===== config.mk =====
export PLATFORM = sky130hd
export DESIGN_NAME = seq_detect_ctrl
export DESIGN_NICKNAME = d
export VERILOG_FILES = /design/src/rtl/seq_detect_pkg.sv /design/src/rtl/seq_match_core.sv /design/src/rtl/seq_detect_ctrl.sv
export SDC_FILE = /design/constraint.sdc
export NUM_CORES = 1
export LEC_CHECK = 0
export CAP_MARGIN = 10
export CORE_MARGIN = 5
export CORE_UTILIZATION = 55
export CTS_CLUSTER_SIZE = 14
export DETAILED_ROUTE_END_ITERATION = 8
export PLACE_DENSITY = 0.79
export RECOVER_POWER = 50
export SYNTH_ARGS = -nofsm -noshare
export SYNTH_HDL_FRONTEND = slang
export SYNTH_HIERARCHICAL = 1
export SYNTH_SLANG_ARGS = --single-unit

===== constraint.sdc =====
create_clock -name clk -period 4.1 [get_ports clk]
set_clock_uncertainty 0.15 [all_clocks]
set_input_delay 1.23 -clock clk [delete_from_list [all_inputs] [get_ports clk]]
set_output_delay 1.23 -clock clk [all_outputs]
set_load 0.02 [all_outputs]

===== src/rtl/seq_detect_pkg.sv =====
// Shared definitions for the serial pattern detection run controller.
//   - Default sizes for pattern length, match/target counters and timeout timer.
//   - LEN_W: width needed to hold a pattern length of 0..DEF_MAX_LEN.
//   - state_e: controller state encoding (IDLE, RUN).
package seq_detect_pkg;

    localparam int DEF_MAX_LEN = 8;
    localparam int DEF_CNT_W   = 8;
    localparam int DEF_TO_W    = 16;
    localparam int LEN_W       = $clog2(DEF_MAX_LEN + 1);

    typedef enum logic {
        ST_IDLE = 1'b0,
        ST_RUN  = 1'b1
    } state_e;

endpackage


===== src/rtl/seq_match_core.sv =====
// Bit-level matcher: shifts accepted serial bits into a history register,
// tracks how many bits are usable (bits_seen, saturating at MAX_LEN) and
// compares the newest len bits against the pattern.
//   clk, rst_n   : clock, asynchronous active-low reset
//   clear_i      : job load; clears history and bits_seen
//   accept_i     : a bit is accepted this cycle (data_valid in RUN, no abort)
//   data_i       : the serial bit being accepted
//   pattern_i    : latched pattern, bit 0 = newest bit
//   len_i        : latched pattern length (1..MAX_LEN)
//   overlap_i    : 1 = keep history after a match
//   hit_o        : combinational; the accepted bit completes a match
module seq_match_core #(
    parameter int MAX_LEN = 8,
    parameter int LEN_W   = $clog2(MAX_LEN + 1)
) (
    input  logic               clk,
    input  logic               rst_n,
    input  logic               clear_i,
    input  logic               accept_i,
    input  logic               data_i,
    input  logic [MAX_LEN-1:0] pattern_i,
    input  logic [LEN_W-1:0]   len_i,
    input  logic               overlap_i,
    output logic               hit_o
);

    logic [MAX_LEN-1:0] hist_q, hist_d;
    logic [LEN_W-1:0]   seen_q, seen_d;
    logic [MAX_LEN-1:0] hist_next;
    logic [LEN_W-1:0]   seen_next;
    logic [MAX_LEN-1:0] mask;
    logic               hit;

    // Compare is done on the post-shift view so the hit is known in the
    // same cycle the completing bit is accepted.
    always_comb begin
        hist_next = {hist_q[MAX_LEN-2:0], data_i};
        seen_next = (seen_q == LEN_W'(MAX_LEN)) ? seen_q : seen_q + LEN_W'(1);
        for (int i = 0; i < MAX_LEN; i++) begin
            mask[i] = (LEN_W'(i) < len_i);
        end
        hit = accept_i && (seen_next >= len_i) &&
              ((hist_next & mask) == (pattern_i & mask));
    end

    assign hit_o = hit;

    always_comb begin
        hist_d = hist_q;
        seen_d = seen_q;
        if (clear_i) begin
            hist_d = '0;
            seen_d = '0;
        end else if (accept_i) begin
            hist_d = hist_next;
            // Non-overlapping mode: restart the bit count so stale history
            // cannot contribute to the next match.
            seen_d = (hit && !overlap_i) ? '0 : seen_next;
        end
    end

    always_ff @(posedge clk or negedge rst_n) begin
        if (!rst_n) begin
            hist_q <= '0;
            seen_q <= '0;
        end else begin
            hist_q <= hist_d;
            seen_q <= seen_d;
        end
    end

endmodule


===== src/rtl/seq_detect_ctrl.sv =====
// Run controller for programmable serial pattern detection.
// A job (pattern, length, overlap mode, target count, timeout) is latched
// on start; valid-qualified bits are scanned in RUN, matches counted, and
// the job ends on target reached, timeout or abort.
//   clk, rst_n      : clock, asynchronous active-low reset
//   start           : job request, accepted only in IDLE
//   abort           : cancel, honoured in any state, no strobes
//   cfg_pattern/len/overlap/target/timeout : job configuration
//   data_valid, data_in : serial input stream
//   busy            : high while in RUN
//   match_pulse     : one-cycle strobe per match
//   match_count     : matches in current/last job (saturating)
//   done            : strobe, target reached (with final match_pulse)
//   timed_out       : strobe, cycle budget exhausted
//   cfg_err         : strobe, start rejected for bad cfg_len
// Priority within a cycle: abort > match > timeout.
module seq_detect_ctrl
    import seq_detect_pkg::*;
#(
    parameter int MAX_LEN = DEF_MAX_LEN,
    parameter int CNT_W   = DEF_CNT_W,
    parameter int TO_W    = DEF_TO_W
) (
    input  logic                         clk,
    input  logic                         rst_n,
    input  logic                         start,
    input  logic                         abort,
    input  logic [MAX_LEN-1:0]           cfg_pattern,
    input  logic [$clog2(MAX_LEN+1)-1:0] cfg_len,
    input  logic                         cfg_overlap,
    input  logic [CNT_W-1:0]             cfg_target,
    input  logic [TO_W-1:0]              cfg_timeout,
    input  logic                         data_valid,
    input  logic                         data_in,
    output logic                         busy,
    output logic                         match_pulse,
    output logic [CNT_W-1:0]             match_count,
    output logic                         done,
    output logic                         timed_out,
    output logic                         cfg_err
);

    localparam int LW = $clog2(MAX_LEN + 1);

    state_e             state_q, state_d;
    logic [MAX_LEN-1:0] pattern_q, pattern_d;
    logic [LW-1:0]      len_q, len_d;
    logic               overlap_q, overlap_d;
    logic [CNT_W-1:0]   target_q, target_d;
    logic [TO_W-1:0]    timeout_q, timeout_d;
    logic [TO_W-1:0]    timer_q, timer_d;
    logic [CNT_W-1:0]   count_q, count_d;
    logic               busy_q, busy_d;
    logic               pulse_q, pulse_d;
    logic               done_q, done_d;
    logic               to_q, to_d;
    logic               err_q, err_d;

    logic               load;
    logic               accept;
    logic               hit;
    logic               len_ok;
    logic               to_hit;
    logic               final_hit;
    logic [CNT_W:0]     count_p1;

    assign accept = (state_q == ST_RUN) && data_valid && !abort;

    seq_match_core #(
        .MAX_LEN (MAX_LEN),
        .LEN_W   (LW)
    ) u_core (
        .clk       (clk),
        .rst_n     (rst_n),
        .clear_i   (load),
        .accept_i  (accept),
        .data_i    (data_in),
        .pattern_i (pattern_q),
        .len_i     (len_q),
        .overlap_i (overlap_q),
        .hit_o     (hit)
    );

    always_comb begin
        len_ok    = (cfg_len != '0) && (cfg_len <= LW'(MAX_LEN));
        to_hit    = (timeout_q != '0) && (timer_q == timeout_q - TO_W'(1));
        // One extra bit so a saturated count can never alias a target value.
        count_p1  = {1'b0, count_q} + {{CNT_W{1'b0}}, 1'b1};
        final_hit = hit && (target_q != '0) && (count_p1 == {1'b0, target_q});
    end

    always_comb begin
        state_d   = state_q;
        pattern_d = pattern_q;
        len_d     = len_q;
        overlap_d = overlap_q;
        target_d  = target_q;
        timeout_d = timeout_q;
        timer_d   = timer_q;
        count_d   = count_q;
        pulse_d   = 1'b0;
        done_d    = 1'b0;
        to_d      = 1'b0;
        err_d     = 1'b0;
        load      = 1'b0;

        case (state_q)
            ST_IDLE: begin
                if (!abort && start) begin
                    if (len_ok) begin
                        load      = 1'b1;
                        state_d   = ST_RUN;
                        pattern_d = cfg_pattern;
                        len_d     = cfg_len;
                        overlap_d = cfg_overlap;
                        target_d  = cfg_target;
                        timeout_d = cfg_timeout;
                        timer_d   = '0;
                        count_d   = '0;
                    end else begin
                        err_d = 1'b1;
                    end
                end
            end
            ST_RUN: begin
                if (abort) begin
                    state_d = ST_IDLE;
                end else begin
                    timer_d = timer_q + TO_W'(1);
                    if (hit) begin
                        pulse_d = 1'b1;
                        count_d = (count_q == '1) ? count_q : count_p1[CNT_W-1:0];
                        if (final_hit) begin
                            done_d  = 1'b1;
                            state_d = ST_IDLE;
                        end
                    end
                    // A final match in the same cycle wins over the timeout.
                    if (to_hit && !final_hit) begin
                        to_d    = 1'b1;
                        state_d = ST_IDLE;
                    end
                end
            end
            default: state_d = ST_IDLE;
        endcase

        busy_d = (state_d == ST_RUN);
    end

    always_ff @(posedge clk or negedge rst_n) begin
        if (!rst_n) begin
            state_q   <= ST_IDLE;
            pattern_q <= '0;
            len_q     <= '0;
            overlap_q <= 1'b0;
            target_q  <= '0;
            timeout_q <= '0;
            timer_q   <= '0;
            count_q   <= '0;
            busy_q    <= 1'b0;
            pulse_q   <= 1'b0;
            done_q    <= 1'b0;
            to_q      <= 1'b0;
            err_q     <= 1'b0;
        end else begin
            state_q   <= state_d;
            pattern_q <= pattern_d;
            len_q     <= len_d;
            overlap_q <= overlap_d;
            target_q  <= target_d;
            timeout_q <= timeout_d;
            timer_q   <= timer_d;
            count_q   <= count_d;
            busy_q    <= busy_d;
            pulse_q   <= pulse_d;
            done_q    <= done_d;
            to_q      <= to_d;
            err_q     <= err_d;
        end
    end

    assign busy        = busy_q;
    assign match_pulse = pulse_q;
    assign match_count = count_q;
    assign done        = done_q;
    assign timed_out   = to_q;
    assign cfg_err     = err_q;

endmodule

==> results.yml <==
detailed_routing:
  drc: 0
  vias_per_cell: 5.57
  routedWlPerCell_um: 15.5
  first_iter_violations: 139
  firstDrtPassIters: 4
  vias: 3627
  postRouteAntennaNets: 0
  routed_wirelength_um: 10100
timing:
  rsz0062_at_grt: "no"
  setup_violations: 0
  fin_crit_sh_pct: 86.7
  worst_pin_slew_ps: 1910
  fmax_mhz: 281
  period_needed_ps: 3560
  setup_tns_ps: 0
  hold_viol: 0
  slew_headroom_pct: -27.7
  drv_slew: 78
global_routing:
  grt_pass1_wl_um: 17400
  grt_max_degree: 78
  first_global_vias: 3685
  grt_overflow_total: 0
  antenna_found_initial: 0
  grt_usage_pct: 21.6
final_layout:
  multi_input_area_um2: 2360
  instances_no_fill: 651
  stdcell_area_um2: 5260
  drive_above_1_share_pct: 6.92
  nNetsFinal: 599
  fill_cells: 630
  regArea_um2: 1930
  antenna_cells: 0
  area_delta_synth_final_pct: 19.5
hold_path:
  hold_path_class: "flip-flop to flip-flop"
  hold_start: "pattern_q[1]"
worst_setup_path:
  critical_path.startpoint: "u_core/seen_q[0]"
  crit_path_max_fanout: 7
  crit_type: "flip-flop to flip-flop"
  cp-start-kind: "flip-flop"
  r2r_start: "u_core/seen_q[0]"
  critical_path_required_ps: 4170
  cp.arrival_ps: 3630
  end_kind: "flip-flop"
synthesis:
  syn-cell-area_um2: 4400
  synth_edf_count: 0
  synth_cells: 494
  async_flop_share_pct: 100
  netlist-cell-type-count: 55
  ys_top_cells_by_area: "dfrtp_1 44%, nand2_1 12%, xor2_1 6.0%"
  ys_seq_elements: 77
  seq_area_frac_synth_pct: 43.8
  yosys_warnings: 6
  syn-num-nets: 547
  synth_flop_cell: "dfrtp_1"
  synth_top_area_cell: "dfrtp_1"
  synth_top_area_share_pct: 43.8
  synth_area_per_cell_um2: 8.92
clock_network:
  post_cts_buffers: 0
  cts_resized: 0
  cts_hold_buf: 0
  h-tree-depth: 3
  clkLatencyLatePin_ps: 340
  cts_max_path_buffers: 2
  numCtsBuffers: 9
  clock-sinks: 77
  clockRootBuffer: "clkbuf_8"
  cts.clk_slew.worst_paths_ps: 80
  tritoncts: "done"
pwr:
  power_density_nw_per_um2: 471
  ir_worst_vdd_mv: 0.259
  power_leakage_nw: 2.37
  p_total_mw: 2.48
floorplanning:
  start_util_pct: 56.7
  rows: 32
  die_area_um2: 9900
  coreArea_um2: 7770
  die_x_um: 99.5
  die_h_um: 99.5
  ios: 56
job:
  cap_violations: 1
outcome:
  failed_checks: "max-capacitance violations, max-slew violations"
  status: "finished with violations"
placed_design:
  dp_cells: 637
  numPortBuffers: 55
  finalWeightedCongestion: 0.847
  dpl.hpwl_um: 7060
  placed_area_um2: 5040
[layout make-up]
cell class                 count  share of cell area, %
sequential                    77                   36.6
tap                          102                   2.43
clock buffer                  10                   2.43
multi-input combinational    387                   44.8
inverter                      11                  0.785
clock inverter                 4                   1.88
timing repair buffer          60                   11.1
[worst max-delay path: stages, from the launching register on]
cell	delay, ps
dfrtp_1	440
inv_1	80
ha_1	160
nand3b_1	100
xnor2_1	340
ha_1	180
nand2b_4	120
a2111oi_4	60
a2111oi_1	380
o2111a_2	360
nand3_1	80
or4_1	550
o31ai_2	310
o21ai_1	100
[power breakdown]
| part | switching [mW] | internal (mW) |
|---|---|---|
| registers | 0.203 | 0.885 |
| logic | 0.362 | 0.363 |
| clock network | 0.265 | 0.399 |
[layer usage]
metal | up-vias | share of wire (%) | track usage, %
met5 | - | 0 | 0
met4 | 0 | 1.6 | 6.83
met3 | 17 | 4.7 | 5.54
met2 | 92 | 51 | 36.4
met1 | 1736 | 43 | 27.3
li1 | 1782 | - | -
[flip-flops by register name, summed over array words and instances (netlist names), 4 cells and up]
name,flops
pattern_q,8
timeout_q,16
target_q,8
u_core/seen_q,4
len_q,4
match_count,8
timer_q,16
u_core/hist_q,7
[metrics by stage]
stage,setup slack (ps),util (%),hold slack [ps]
after floorplan,892,-,315
after global placement,510,64.9,336
after detailed placement,406,64.9,338
after CTS,524,67.8,357
after global routing,319,67.8,391
final,543,67.8,351
[cells in the final DEF (no fill, tap or decap), types with 8 or more instances in the layout]
| cell type | count |
|---|---|
| nand3_1 | 12 |
| mux2i_1 | 10 |
| clkbuf_8 | 9 |
| clkdlybuf4s50_1 | 50 |
| nor2_1 | 32 |
| o21ai_0 | 13 |
| ha_1 | 10 |
| xor2_1 | 30 |
| nand2_1 | 139 |
| xnor2_1 | 27 |
| dfrtp_1 | 77 |
| a21oi_1 | 10 |
| nand3b_1 | 8 |
| inv_1 | 9 |
[worst paths after layout]
| path | endpoint | slack (ps) | depth (start not counted) |
|---|---|---|---|
| worst max-delay path | busy | 540 | 13 |
| worst min-delay path | pattern_q[1] | 350 | 2 |
| worst max register to register | busy | 540 | 13 |
| worst min register to register | pattern_q[1] | 350 | 2 |
| max in group asynchronous | timeout_q[9] | 1410 | 1 |
| min in group asynchronous | timeout_q[2] | 1280 | 1 |
[kinds of logic (layout without fill, tap and decap cells)]
kind of cell | count (synthesis) | after routing | share of synthesized area, %
buffers and inverters | 30 | 85 | 2.73
muxes | 10 | 10 | 2.27
xor gates and xnor gates | 57 | 57 | 11.3
DFF | 77 | 77 | 43.8
AOI/OAI and AO/OA | 56 | 56 | 9.06
adders and majority gates | 10 | 10 | 2.84
and+or+nand+nor | 254 | 254 | 28.0
[cell usage after synthesis (all sizes together), types with 2 or more instances]
cell       n
clkbuf    13
or3        2
and3       7
xor2      30
or4        5
dfrtp     77
ha        10
a2111oi    2
a22o       3
nor2b      5
nand2    139
nand3     17
o221ai     3
mux2i     10
inv       11
o21ai     14
and2       3
o31ai      4
o22ai      4
nand4      4
nor2      33
xnor2     27
nand2b     6
nor4       9
nor4b      5
nor3b      2
a21oi     10
a31oi      7
nor3       6
nand3b     8
buf        6
Power figures use the tool's default switching activity.
